$ cat config.mk
export PLATFORM = sky130hd
export DESIGN_NAME = key_events
export DESIGN_NICKNAME = d
export VERILOG_FILES = /design/src/rtl/key_events.sv
export SDC_FILE = /design/constraint.sdc
export NUM_CORES = 1
export LEC_CHECK = 0
export CORE_AREA = 4 4 183 185
export CTS_CLUSTER_DIAMETER = 50
export DETAILED_ROUTE_END_ITERATION = 8
export DIE_AREA = 0 0 187 189
export PLACE_DENSITY = 0.45
export SLEW_MARGIN = 20
export SYNTH_ARGS = -nofsm -noshare
export SYNTH_HDL_FRONTEND = slang
export SYNTH_SLANG_ARGS = --single-unit
$ cat constraint.sdc
create_clock -name clk -period 2.6 [get_ports clk]
set_input_delay 0.52 -clock clk [delete_from_list [all_inputs] [get_ports clk]]
set_output_delay 0.52 -clock clk [all_outputs]
set_load 0.01 [all_outputs]
$ cat src/rtl/key_events.sv
// Per-key debounce and event generator: turns raw active-low key pins into a
// debounced level plus single-cycle press, release, long-press and repeat pulses.
module key_events #(
    parameter int unsigned KEYS            = 2,
    parameter int unsigned DEBOUNCE_CYCLES = 500000,
    parameter int unsigned HOLD_CYCLES     = 25000000,
    parameter int unsigned REPEAT_CYCLES   = 5000000
) (
    input  logic            clk,
    input  logic            reset_n,
    input  logic [KEYS-1:0] key_n,
    output logic [KEYS-1:0] key_state,
    output logic [KEYS-1:0] key_down,
    output logic [KEYS-1:0] key_up,
    output logic [KEYS-1:0] key_long,
    output logic [KEYS-1:0] key_rpt
);

    localparam int unsigned MAX_DH  = (DEBOUNCE_CYCLES > HOLD_CYCLES) ? DEBOUNCE_CYCLES : HOLD_CYCLES;
    localparam int unsigned MAX_CYC = (MAX_DH > REPEAT_CYCLES) ? MAX_DH : REPEAT_CYCLES;
    localparam int unsigned CW      = $clog2(MAX_CYC) + 1;

    localparam logic [CW-1:0] DEB_LAST  = CW'(DEBOUNCE_CYCLES - 1);
    localparam logic [CW-1:0] HOLD_LAST = CW'(HOLD_CYCLES - 1);
    localparam logic [CW-1:0] RPT_LAST  = CW'(REPEAT_CYCLES - 1);

    typedef enum logic [2:0] {
        IDLE,
        PRESS_WAIT,
        DOWN,
        HELD,
        REL_WAIT
    } state_t;

    for (genvar k = 0; k < KEYS; k++) begin : g_key
        logic          sync1;
        logic          sync2;
        state_t        state;
        logic          from_held;
        logic [CW-1:0] deb_cnt;
        logic [CW-1:0] hold_cnt;
        logic          state_r;
        logic          down_r;
        logic          up_r;
        logic          long_r;
        logic          rpt_r;

        always_ff @(posedge clk or negedge reset_n) begin
            if (!reset_n) begin
                sync1     <= 1'b1;
                sync2     <= 1'b1;
                state     <= IDLE;
                from_held <= 1'b0;
                deb_cnt   <= '0;
                hold_cnt  <= '0;
                state_r   <= 1'b0;
                down_r    <= 1'b0;
                up_r      <= 1'b0;
                long_r    <= 1'b0;
                rpt_r     <= 1'b0;
            end else begin
                sync1  <= key_n[k];
                sync2  <= sync1;
                down_r <= 1'b0;
                up_r   <= 1'b0;
                long_r <= 1'b0;
                rpt_r  <= 1'b0;

                case (state)
                    IDLE: begin
                        if (!sync2) begin
                            state   <= PRESS_WAIT;
                            deb_cnt <= '0;
                        end
                    end

                    PRESS_WAIT: begin
                        if (sync2) begin
                            state <= IDLE;
                        end else if (deb_cnt == DEB_LAST) begin
                            state    <= DOWN;
                            down_r   <= 1'b1;
                            state_r  <= 1'b1;
                            hold_cnt <= '0;
                        end else begin
                            deb_cnt <= deb_cnt + 1'b1;
                        end
                    end

                    // A release sample takes priority over a coinciding hold/repeat expiry.
                    DOWN: begin
                        if (sync2) begin
                            state     <= REL_WAIT;
                            from_held <= 1'b0;
                            deb_cnt   <= '0;
                        end else if (hold_cnt == HOLD_LAST) begin
                            state    <= HELD;
                            long_r   <= 1'b1;
                            hold_cnt <= '0;
                        end else begin
                            hold_cnt <= hold_cnt + 1'b1;
                        end
                    end

                    HELD: begin
                        if (sync2) begin
                            state     <= REL_WAIT;
                            from_held <= 1'b1;
                            deb_cnt   <= '0;
                        end else if (hold_cnt == RPT_LAST) begin
                            rpt_r    <= 1'b1;
                            hold_cnt <= '0;
                        end else begin
                            hold_cnt <= hold_cnt + 1'b1;
                        end
                    end

                    // hold_cnt is left untouched here so the hold/repeat timing resumes on a bounce.
                    REL_WAIT: begin
                        if (!sync2) begin
                            state <= from_held ? HELD : DOWN;
                        end else if (deb_cnt == DEB_LAST) begin
                            state   <= IDLE;
                            up_r    <= 1'b1;
                            state_r <= 1'b0;
                        end else begin
                            deb_cnt <= deb_cnt + 1'b1;
                        end
                    end

                    default: state <= IDLE;
                endcase
            end
        end

        assign key_state[k] = state_r;
        assign key_down[k]  = down_r;
        assign key_up[k]    = up_r;
        assign key_long[k]  = long_r;
        assign key_rpt[k]   = rpt_r;
    end

endmodule

==> results by group <==
Clock tree
  • Clock buffer depth: 2
  • CTS root buffer: clkbuf_16
  • Post-CTS Resized: 0
  • Num CTS Buffers: 17
  • CTS tree: done
  • Clk slew on worst S/H paths: 60 ps
  • Cts hold-fix bufs: 0
  • Post-CTS Setup Inserts: 0
  • Worst skew pair latency: 430 ps
  • Htree depth: 4
  • Clock Sinks: 126

Layout
  • Synth-to-Final Area Change: 18.28%
  • Fill count: 3411
  • Finished Core Util: 0.2679
  • Final layout net count: 852
  • Fin cells: 1265
  • Ratio of cells with drive above 1 in the final layout: 0.1225
  • Diode count: 0

STA
  • Worst-margin pin slew: 904.8 ps
  • RSZ-0062 raised after global routing: false
  • Fin worst setup slack: 229.6 ps
  • Slew headroom: 0.3946
  • Skew final: 10.49 ps
  • Period utilization: 0.9117
  • Final setup vio count: 0
  • Final Hold Viols: 0
  • Setup_tns: 0 ps
  • FMAX: 421.9 MHz
  • Slew Viols, Final: 0
  • Min Tclk post-route: 2370 ps

Placed design
  • Setup slack at placement: 260.1 ps
  • Post-DP HPWL: 12.87 mm
  • IO buf count: 13
  • DP Cell Count: 1233
  • GP Congestion: 0.7812

Setup path
  • Setup CP Type: register to register
  • Crit path largest cell delay: 500 ps
  • CP Cell Sequence: ha_1 -> and4_4 -> nand4_2 -> o2111ai_2 -> and3_1 -> buf_12 -> or4_1 -> a21oi_1
  • Max Fanout on Critical Path: 27
  • Slowest cell on the critical path: or4_1
  • CP Launch Type: register
  • CP required: 2950 ps
  • Worst Path Arrival: 2720 ps
  • CP endpoint kind: register

Global route
  • First-pass GRT wire length: 32.78 mm
  • Vias in the first global route: 6214
  • Total GRT Usage: 0.1115
  • Initial antenna violation count: 0
  • Largest net degree at the start of global routing: 50
  • Total gr overflow: 0

Drt
  • Final ANT Viol Nets: 0
  • Final wirelength: 18.91 mm
  • Via Count: 6228
  • DR vias/cell: 4.923
  • 1st-pass router iterations: 5
  • Wire length per cell: 14.94 um
  • DR DRC count: 0
  • DR iter-0 viols: 460

Synth
  • Area leader, netlist: dfrtp_1
  • Synth top area share: 0.4207
  • Post-synth EDFFs: 0
  • Post-Syn Nets: 827
  • Gate Count Post-Synth: 819
  • Synth top area cells: dfrtp_1 42%, nand2_1 4.1%, nand3_1 3.7%
  • Dominant synthesized flop cell: dfrtp_1
  • Post-synthesis sequential area ratio: 0.4352
  • Flops & latches, synth: 126
  • Most common library cells after synthesis: 122 x dfrtp_1, 80 x nand2_1, 53 x nand3_1
  • Count of cell types in the netlist: 81
  • Count leader, synth: dfrtp_1
  • Avg Cell Area, Syn: 8.861 um2
  • Total of warnings raised by yosys: 0
  • Asr flop ratio synth: 1.000
  • Mapped Area: 7257 um2

Power and ir drop
  • Leak: 3.435 nW
  • Maximum VDD drop: 0.4241 mV
  • P per Cell Area: 567.9 nW/um2

Run status
  • Outcome: complete, no violations

Die
  • Initial Util: 0.2265
  • Floorplan Core Area: 32040 um2
  • # rows: 66
  • Die Span Y: 189 um
  • Die area: 35340 um2
  • Horiz. Die Dim: 187 um
  • Number of I/O pins: 14

Flow run
  • Max_cap viols: 0

Worst hold path
  • Hold crit path type: input pin to asynchronous set/reset pin
logic make-up after synthesis:
family          after synthesis  synth area share
buf+inv                      71           0.05017
fa+ha+maj                     4          0.006897
flops                       126            0.4352
mux                           6          0.008621
simple gates                373            0.2831
compound gates              224            0.1979
xor+xnor                     15           0.01810
layer usage:
metal,track usage,part of all wire
met3,0.02194,0.025
met5,0,0
met1,0.1490,0.49
met4,0.04238,0.019
met2,0.1796,0.47
metrics by stage:
stage | area, um2 | total power, mW | hold WS [ps]
after floorplan | 7257 | 2.203 | 224.4
after detailed placement | 7950 | 2.319 | 347.2
after global routing | 8583 | 5.072 | 87.93
after global placement | 7950 | 2.319 | 347.3
final | 8583 | 4.875 | 44.85
after CTS | 8583 | 4.959 | 61.39
registers in the layout (all words and copies together) (netlist names):
register / cells
g_key.deb_cnt: 52
g_key.hold_cnt: 52
g_key.state: 6
g_key.down_r: 2
g_key.from_held: 2
g_key.long_r: 2
g_key.rpt_r: 2
g_key.state_r: 2
g_key.sync1: 2
g_key.sync2: 2
g_key.up_r: 2
cell usage in the layout (no fill, tap or decap), drive strengths merged, types with 5 or more instances in the layout:
cell	synthesis	final
o31ai	24	24
a21o	7	7
a211oi	9	9
and4	14	14
inv	24	24
nand4	23	23
nor2b	5	5
buf	28	41
o211ai	6	6
nand3	55	55
nor3	30	30
or2	6	6
nand2	80	80
and3	23	23
nand2b	11	11
clkdlybuf4s50	0	12
dfrtp	122	122
xnor2	14	14
or4	7	7
nor2	54	54
nor4	10	10
a21oi	53	53
or3	26	26
a31oi	20	20
and2	12	12
o21ai	68	68
clkbuf	19	21
critical path, delay by kind of cell (launching register included):
kind / cells / cell delay [ps]
AND/OR/NAND/NOR: 4 / 1100
AO/OA/AOI/OAI: 2 / 340
buffers and inverters: 1 / 160
flip-flops: 1 / 400
adder cells (fa/ha/maj): 1 / 280
power breakdown:
| part | total [mW] | leakage [nW] | internal [mW] | switching [mW] |
|---|---|---|---|---|
| sequential | 2.04 | 1.74 | 1.99 | 0.0426 |
| combinational | 0.240 | 1.39 | 0.0868 | 0.153 |
| clock | 2.60 | 0.305 | 1.67 | 0.925 |
| total | 4.87 | 3.43 | 3.75 | 1.12 |
final cells by class:
type / instances / area, um2 / area share
inverter: 24 / 90.09 / 0.01050
timing repair buffer: 53 / 456.7 / 0.05321
multi-input combinational: 622 / 3735 / 0.4351
clock buffer: 21 / 470.5 / 0.05481
clock inverter: 11 / 162.7 / 0.01895
sequential: 126 / 3158 / 0.3679
tap: 408 / 510.5 / 0.05948
worst paths after layout:
path,start,end,slack (ps),cells after the start
worst max register to register,g_key[0].deb_cnt[0],g_key[0].deb_cnt[25],230,8
max in group asynchronous,reset_n,g_key[0].sync1,1830,2
worst min-delay path,reset_n,g_key[1].deb_cnt[22],40,1
worst min register to register,g_key[0].sync1,g_key[0].sync2,350,0
min in group clk,g_key[0].sync1,g_key[0].sync2,350,0
worst max-delay path,g_key[0].deb_cnt[0],g_key[0].deb_cnt[25],230,8
Note: power is estimated with default switching activity, not from simulation.
